**config.mk**
```make
export PLATFORM = sky130hd
export DESIGN_NAME = pw_mac_scheduler_flat
export DESIGN_NICKNAME = d
export VERILOG_FILES = /design/src/rtl/pw_mac_scheduler_if.sv /design/src/rtl/pw_mac_scheduler.sv /design/src/flat_wrapper.sv
export SDC_FILE = /design/constraint.sdc
export NUM_CORES = 1
export LEC_CHECK = 0
export BUFFER_PORTS_ARGS = -buffer_cell sky130_fd_sc_hd__buf_2
export CAP_MARGIN = 10
export CORE_MARGIN = 2
export CORE_UTILIZATION = 35
export CTS_BUF_LIST = sky130_fd_sc_hd__clkbuf_8
export CTS_CLUSTER_DIAMETER = 150
export DETAILED_ROUTE_END_ITERATION = 8
export SYNTH_ARGS = -nofsm -noshare
export SYNTH_HDL_FRONTEND = slang
export SYNTH_SLANG_ARGS = --single-unit
```
**constraint.sdc**
```tcl
create_clock -name clk -period 17.9 [get_ports clk]
set_input_delay 0.895 -clock clk [delete_from_list [all_inputs] [get_ports clk]]
set_output_delay 0.895 -clock clk [all_outputs]
set_load 0.01 [all_outputs]
```
**src/rtl/pw_mac_scheduler_if.sv**
```systemverilog
// Config, pixel-in and result-out bundle
// for the pointwise MAC scheduler.
interface pw_mac_scheduler_if #(
  parameter int IN_W   = 14,
  parameter int W_W    = 8,
  parameter int OUT_W  = 16,
  parameter int N_CH   = 3,
  parameter int N_FILT = 9
);
  localparam int AW = $clog2(N_FILT*(N_CH+1));
  localparam int FW = $clog2(N_FILT);

  logic                   cfg_we;
  logic [AW-1:0]          cfg_addr;
  logic [W_W-1:0]         cfg_data;
  logic                   in_valid;
  logic                   in_ready;
  logic [N_CH*IN_W-1:0]   in_data;
  logic                   out_valid;
  logic                   out_ready;
  logic [OUT_W-1:0]       out_data;
  logic [FW-1:0]          out_filt;
  logic                   out_last;
  logic                   busy;

  modport master (
    output cfg_we, cfg_addr, cfg_data,
    output in_valid, in_data, out_ready,
    input  in_ready, out_valid, out_data,
    input  out_filt, out_last, busy
  );

  modport slave (
    input  cfg_we, cfg_addr, cfg_data,
    input  in_valid, in_data, out_ready,
    output in_ready, out_valid, out_data,
    output out_filt, out_last, busy
  );
endinterface

```
**src/rtl/pw_mac_scheduler.sv**
```systemverilog
// Time-multiplexed 1x1 conv engine: one signed
// MAC walks every filter/channel pair of a pixel.
module pw_mac_scheduler #(
  parameter int IN_W   = 14,
  parameter int W_W    = 8,
  parameter int OUT_W  = 16,
  parameter int ACC_W  = 24,
  parameter int N_CH   = 3,
  parameter int N_FILT = 9
) (
  input logic clk,
  input logic rst,
  pw_mac_scheduler_if.slave bus
);
  localparam int AW    = $clog2(N_FILT*(N_CH+1));
  localparam int FW    = $clog2(N_FILT);
  localparam int CW    = (N_CH > 1) ? $clog2(N_CH) : 1;
  localparam int NW    = N_FILT*N_CH;
  localparam int DEPTH = N_FILT*(N_CH+1);
  localparam int PW    = IN_W + W_W;

  localparam logic [AW-1:0] BBASE = AW'(NW);
  localparam logic [AW-1:0] ALIM  = AW'(DEPTH);
  localparam logic [CW-1:0] CLAST = CW'(N_CH-1);
  localparam logic [FW-1:0] FLAST = FW'(N_FILT-1);

  typedef enum logic [1:0] {
    IDLE,
    MAC,
    EMIT
  } state_e;

  state_e state_q, state_d;

  logic [FW-1:0]           f_q, f_d;
  logic [CW-1:0]           c_q, c_d;
  logic signed [ACC_W-1:0] acc_q, acc_d;
  logic signed [IN_W-1:0]  pix_q [N_CH];
  logic signed [IN_W-1:0]  pix_d [N_CH];
  logic signed [W_W-1:0]   cfg_q [DEPTH];
  logic signed [W_W-1:0]   cfg_d [DEPTH];
  logic [OUT_W-1:0]        out_data_q, out_data_d;
  logic [FW-1:0]           out_filt_q, out_filt_d;
  logic                    out_last_q, out_last_d;
  logic                    out_valid_q, out_valid_d;

  logic [FW-1:0]           f_nx;
  logic [AW-1:0]           widx;
  logic [AW-1:0]           bidx_nx;
  logic signed [PW-1:0]    prod;
  logic signed [ACC_W-1:0] sum;
  logic                    hi_ovf;
  logic                    lo_ovf;
  logic [OUT_W-1:0]        sat_v;
  logic                    last_c;
  logic                    last_f;
  logic                    cfg_wr;

  // weights live at f*N_CH+c, biases follow them
  always_comb begin
    f_nx    = f_q + 1'b1;
    widx    = AW'(f_q) * AW'(N_CH) + AW'(c_q);
    bidx_nx = BBASE + AW'(f_nx);
    prod    = pix_q[c_q] * cfg_q[widx];
    sum     = acc_q + ACC_W'(prod);
    last_c  = (c_q == CLAST);
    last_f  = (f_q == FLAST);
    cfg_wr  = bus.cfg_we && (state_q == IDLE)
              && (bus.cfg_addr < ALIM);
  end

  // clamp by inspecting the bits above the output sign
  always_comb begin
    hi_ovf = !sum[ACC_W-1]
             && (|sum[ACC_W-2:OUT_W-1]);
    lo_ovf = sum[ACC_W-1]
             && !(&sum[ACC_W-2:OUT_W-1]);
    unique case (1'b1)
      hi_ovf:  sat_v = {1'b0, {(OUT_W-1){1'b1}}};
      lo_ovf:  sat_v = {1'b1, {(OUT_W-1){1'b0}}};
      default: sat_v = sum[OUT_W-1:0];
    endcase
  end

  always_ff @(posedge clk or posedge rst) begin
    if (rst) state_q <= IDLE;
    else     state_q <= state_d;
  end

  always_comb begin
    state_d = state_q;
    unique case (state_q)
      IDLE: if (bus.in_valid) state_d = MAC;
      MAC:  if (last_c) state_d = EMIT;
      EMIT: begin
        if (bus.out_ready)
          state_d = last_f ? IDLE : MAC;
      end
      default: state_d = IDLE;
    endcase
  end

  always_comb begin
    bus.in_ready  = (state_q == IDLE);
    bus.busy      = (state_q != IDLE);
    bus.out_valid = out_valid_q;
    bus.out_data  = out_data_q;
    bus.out_filt  = out_filt_q;
    bus.out_last  = out_last_q;
  end

  always_comb begin
    f_d         = f_q;
    c_d         = c_q;
    acc_d       = acc_q;
    pix_d       = pix_q;
    cfg_d       = cfg_q;
    out_data_d  = out_data_q;
    out_filt_d  = out_filt_q;
    out_last_d  = out_last_q;
    out_valid_d = out_valid_q;
    if (cfg_wr)
      cfg_d[bus.cfg_addr] = bus.cfg_data;
    unique case (state_q)
      IDLE: begin
        if (bus.in_valid) begin
          for (int c = 0; c < N_CH; c++)
            pix_d[c] = $signed(
              bus.in_data[c*IN_W +: IN_W]);
          f_d   = '0;
          c_d   = '0;
          acc_d = ACC_W'(cfg_q[BBASE]);
        end
      end
      MAC: begin
        acc_d = sum;
        if (last_c) begin
          out_data_d  = sat_v;
          out_filt_d  = f_q;
          out_last_d  = last_f;
          out_valid_d = 1'b1;
        end else begin
          c_d = c_q + 1'b1;
        end
      end
      EMIT: begin
        if (bus.out_ready) begin
          out_valid_d = 1'b0;
          if (!last_f) begin
            f_d   = f_nx;
            c_d   = '0;
            acc_d = ACC_W'(cfg_q[bidx_nx]);
          end else begin
            out_last_d = 1'b0;
          end
        end
      end
      default: ;
    endcase
  end

  always_ff @(posedge clk or posedge rst) begin
    if (rst) begin
      f_q         <= '0;
      c_q         <= '0;
      acc_q       <= '0;
      pix_q       <= '{default: '0};
      cfg_q       <= '{default: '0};
      out_data_q  <= '0;
      out_filt_q  <= '0;
      out_last_q  <= 1'b0;
      out_valid_q <= 1'b0;
    end else begin
      f_q         <= f_d;
      c_q         <= c_d;
      acc_q       <= acc_d;
      pix_q       <= pix_d;
      cfg_q       <= cfg_d;
      out_data_q  <= out_data_d;
      out_filt_q  <= out_filt_d;
      out_last_q  <= out_last_d;
      out_valid_q <= out_valid_d;
    end
  end
endmodule
```
**src/flat_wrapper.sv**
```systemverilog
// flat-port wrapper written by rule: the top's interface ports become plain ports
module pw_mac_scheduler_flat 
#(
  parameter int IN_W   = 14,
  parameter int W_W    = 8,
  parameter int OUT_W  = 16,
  parameter int ACC_W  = 24,
  parameter int N_CH   = 3,
  parameter int N_FILT = 9
)
  (clk, rst, bus_cfg_we, bus_cfg_addr, bus_cfg_data, bus_in_valid, bus_in_data, bus_out_ready, bus_in_ready, bus_out_valid, bus_out_data, bus_out_filt, bus_out_last, bus_busy);
  pw_mac_scheduler_if #(.IN_W(IN_W), .W_W(W_W), .OUT_W(OUT_W), .N_CH(N_CH), .N_FILT(N_FILT)) bus_i ();
  input logic clk;
  input logic rst;
  input wire logic [$bits(bus_i.cfg_we)-1:0] bus_cfg_we;
  input wire logic [$bits(bus_i.cfg_addr)-1:0] bus_cfg_addr;
  input wire logic [$bits(bus_i.cfg_data)-1:0] bus_cfg_data;
  input wire logic [$bits(bus_i.in_valid)-1:0] bus_in_valid;
  input wire logic [$bits(bus_i.in_data)-1:0] bus_in_data;
  input wire logic [$bits(bus_i.out_ready)-1:0] bus_out_ready;
  output wire logic [$bits(bus_i.in_ready)-1:0] bus_in_ready;
  output wire logic [$bits(bus_i.out_valid)-1:0] bus_out_valid;
  output wire logic [$bits(bus_i.out_data)-1:0] bus_out_data;
  output wire logic [$bits(bus_i.out_filt)-1:0] bus_out_filt;
  output wire logic [$bits(bus_i.out_last)-1:0] bus_out_last;
  output wire logic [$bits(bus_i.busy)-1:0] bus_busy;
  assign bus_i.cfg_we = bus_cfg_we;
  assign bus_i.cfg_addr = bus_cfg_addr;
  assign bus_i.cfg_data = bus_cfg_data;
  assign bus_i.in_valid = bus_in_valid;
  assign bus_i.in_data = bus_in_data;
  assign bus_i.out_ready = bus_out_ready;
  assign bus_in_ready = bus_i.in_ready;
  assign bus_out_valid = bus_i.out_valid;
  assign bus_out_data = bus_i.out_data;
  assign bus_out_filt = bus_i.out_filt;
  assign bus_out_last = bus_i.out_last;
  assign bus_busy = bus_i.busy;
  pw_mac_scheduler #(.IN_W(IN_W), .W_W(W_W), .OUT_W(OUT_W), .ACC_W(ACC_W), .N_CH(N_CH), .N_FILT(N_FILT)) u_core (.clk(clk), .rst(rst), .bus(bus_i));
endmodule
```
==> impl_results.md <==
* CP Launch Type: flip-flop
* Worst-path clk slew at 0.06 ns
* XOR/XNOR Fraction of Synth Area at 1.07%
* Mux share of post-synthesis cell area at 30.7%
* Number of remaining DRC errors at 0
* Clk root buf: clkbuf_8
* Ys flop type: dfrtp_1
* Starting density of the core at 35.5%
* Initial DRC Count at 1081
* Post-route ant nets at 0
* Max-Cap Viols at 0
* Post-CTS Setup Bufs at 0
* Worst Setup End Kind: flip-flop
* Buffers on Ports at 84
* Vias in the first global route at 17261
* Tightest Pin Transition at 1.16 ns
* Final setup viols at 0
* CP peak stage delay at 0.86 ns
* Largest cells by area after synthesis: dfrtp_1 (39%), mux2_2 (15%), mux4_2 (15%)
* Floorplan die width at 268 µm
* Final Hold Viols at 0
* Top cell type by total area after synthesis: dfrtp_1
* Worst hold-check path type: in2async
* Fillers at 6609
* Met3 GRT Util at 2.84%
* Synth Cell Area at 24500 µm²
* Max-slew violations at 0
* Grt peak-use layer: met2
* Die area at 72000 µm²
* Fmax at 94.5 MHz
* GR Util met2 at 33.0%
* Drt pass-1 iters at 5
* CTS Buf Count at 71
* CTS max path bufs at 3
* Global-route wire length before repair at 102000 µm
* Die extent in y at 268 µm
* Sequential area share after synthesis at 39.3%
* Via/cell ratio at 5.39
* Launch point of the worst reg-to-reg path: u_core.f_q[0]$_DFFE_PP0P_
* Nets at 2221
* Required @ worst endpoint at 18.37 ns
* Ports at 85
* Setup TNS at 0 ns
* Largest family of logic cells by synthesized area: multiplexers
* Syn-to-layout area delta at 11.4%
* Slew margin rel. at 22.5%
* Placed cell area at 25800 µm²
* Crit path DAT at 11.05 ns
* R2R depth at 26
* RSZ-0062 raised after global routing: false
* Syn_nets at 2150
* Setup crit start: u_core.f_q[0]$_DFFE_PP0P_
* TritonCTS clock tree: done
* Number of distinct library cells after synthesis at 58
* Crit path max fanout at 51
* CP endpoint: u_core.bus.out_data[4]$_DFFE_PP0P_
* Cts repair resizes at 0
* # clock sinks at 384
* Rows at 96
* Final wirelength at 64900 µm
* Crit Reg-Reg Endpoint: u_core.bus.out_data[4]$_DFFE_PP0P_
* Post-Synth Adder-Cell Area at 13.8%
* Final RePlAce weighted congestion at 0.879
* Worst VDD drop at 126 µV
* Compound-Gate Fraction of Synth Area at 5.45%
* Yosys top cell area share at 39.3%
* Hold buffers post-CTS at 0
* Area share of and/or/nand/nor cells after synthesis at 5.59%
* Layout Cell Area excl Fill at 27300 µm²
* Initial antenna violation count at 2
* Synth Instances at 1895
* DR vias at 15890
* Yosys warns at 0
* Wire per inst at 22.0 µm
* Post-synth EDFFs at 0
* Status: completed
* Grt ovf at 0
* Slowest cell on crit path: nor2b_1
* Met1 GRT Util at 23.0%
* Detailed placer's ending HPWL at 46800 µm
* Part of the cycle the worst path needs at 59.1%
* Fin crit period at 10.58 ns
* Pin count of the biggest net entering global routing at 106
* Critical Path Most Common Cell: fa_1
* Pwr per Cell Area at 198 nW/µm²
* Skew-Pair Late Insertion Delay at 0.67 ns
* Core ar. at 68900 µm²
* Ys async rst share at 100%
* Share of layout cells above drive strength 1 at 36.0%
* Worst Skew at 0.0463 ns
* Flops & latches, synth at 384
* Kind of critical path: reg2reg
* Leak Pwr at 12.7 nW
* Average footprint of a synthesized cell at 12.9 µm²
* H-tree levels at 3
* Reg2reg setup slack at 7.32 ns
* GRT Total Usage at 18.6%
-- sequential cells by signal (all words and copies together) (netlist names) --
name and count:
u_core.bus.out_filt 4, u_core.state_q 2, u_core.bus.out_valid 1, u_core.acc_q 24
u_core.cfg_q 288, u_core.c_q 2, u_core.bus.out_last 1, u_core.bus.out_data 16
u_core.f_q 4, u_core.pix_q 42
-- cells in the final DEF, fill, tap and decap left out, drive strengths merged, types with 4 or more instances in the layout --
| cell type | netlist | final |
|---|---|---|
| xnor2 | 23 | 23 |
| nand2 | 91 | 91 |
| xor2 | 7 | 7 |
| nor3b | 4 | 4 |
| nand3 | 16 | 16 |
| a31oi | 10 | 10 |
| a21oi | 62 | 62 |
| and3 | 5 | 5 |
| dfrtp | 384 | 384 |
| clkbuf | 70 | 88 |
| a21o | 21 | 21 |
| nor2 | 128 | 128 |
| a22o | 7 | 7 |
| o21ai | 67 | 67 |
| inv | 141 | 164 |
| buf | 43 | 111 |
| clkinv | 0 | 9 |
| nor4 | 4 | 4 |
| o211a | 4 | 4 |
| mux2i | 22 | 22 |
| ha | 69 | 69 |
| o22ai | 17 | 17 |
| mux4 | 158 | 158 |
| nand2b | 20 | 20 |
| fa | 125 | 125 |
| mux2 | 332 | 332 |
| nor2b | 14 | 14 |
| a22oi | 6 | 6 |
| or2 | 8 | 8 |
-- worst max-delay path, delay by kind of cell (launching register included) --
kind                       cells  cell delay [ns]
adders and majority gates      8             3.88
AOI/OAI and AO/OA              6             1.97
and+or+nand+nor                4             1.36
buffers and inverters          4             1.32
muxes                          3             0.88
DFF                            1             0.84
xor gates and xnor gates       1             0.13
-- layer usage --
| layer | wire length [µm] | up-vias |
|---|---|---|
| met1 | 26300 | 8442 |
| met5 | 0 | - |
| met4 | 1820 | 0 |
| met2 | 34000 | 405 |
| met3 | 2810 | 101 |
| li1 | - | 6942 |
-- worst min-delay path by stage --
stage	depth (start not counted)	to	start
after detailed placement	2	u_core.bus.out_filt[3]$_DFFE_PP0P_	u_core.bus.out_filt[3]$_DFFE_PP0P_
after global placement	1	u_core.acc_q[1]$_DFFE_PP0P_	u_core.acc_q[1]$_DFFE_PP0P_
after floorplan	1	u_core.acc_q[1]$_DFFE_PP0P_	u_core.acc_q[1]$_DFFE_PP0P_
after CTS	2	u_core.pix_q[28]$_DFFE_PP0P_	rst
after global routing	2	u_core.pix_q[34]$_DFFE_PP0P_	rst
final	2	u_core.pix_q[41]$_DFFE_PP0P_	rst
-- kinds of logic (layout without fill, tap and decap cells) --
family                   Yosys count  after routing
AO/OA/AOI/OAI                    216            216
XOR/XNOR                          30             30
other                              0              2
adder cells (fa/ha/maj)          194            194
buffers and inverters            254            375
AND/OR/NAND/NOR                  305            305
flip-flops                       384            384
multiplexers                     512            512
-- where the power goes --
part	internal [W]	switching [W]
sequential	0.00106	0.000131
clock	0.000459	0.000386
combinational	0.00143	0.00194
-- synthesized netlist by cell type (3+ instances only) --
cell / number
clkbuf_1: 70
nand2b_1: 20
inv_1: 141
buf_4: 3
a21oi_1: 62
xnor2_1: 23
dfrtp_1: 384
a22oi_1: 6
nor2b_1: 14
nor2_1: 128
ha_1: 69
a22o_1: 7
buf_1: 9
xor2_1: 7
nand3_1: 16
mux2i_1: 22
and3_1: 5
buf_2: 30
nor3b_1: 4
mux4_2: 158
o211a_1: 4
a21o_1: 21
or2_2: 8
mux2_2: 332
o21ai_0: 65
nand2_1: 91
a31oi_1: 10
fa_1: 125
nor4_1: 3
o22ai_1: 17
-- through the flow --
stage	cells	worst slack [ns]	util, %	hold slack, ns	power, W
final	2949	7.32	39.5	0.378	0.00540
after global routing	2949	6.67	39.5	0.430	0.00588
after CTS	2941	6.54	39.5	0.381	0.00543
after detailed placement	2818	6.57	37.4	0.463	0.00454
after global placement	2818	6.89	37.4	0.465	0.00449
after floorplan	1895	6.33	-	0.449	0.00366
-- area by class of cell --
cell class / count / area, µm² / area share, %
antenna: 2 / 5.00 / 0.0184
sequential: 384 / 9610 / 35.3
clock inverter: 35 / 201 / 0.739
timing repair buffer: 111 / 623 / 2.29
tap: 931 / 1160 / 4.27
inverter: 141 / 537 / 1.97
clock buffer: 88 / 1210 / 4.44
multi-input combinational: 1257 / 13900 / 51.0
No activity file was read; power rests on OpenSTA's default activity.
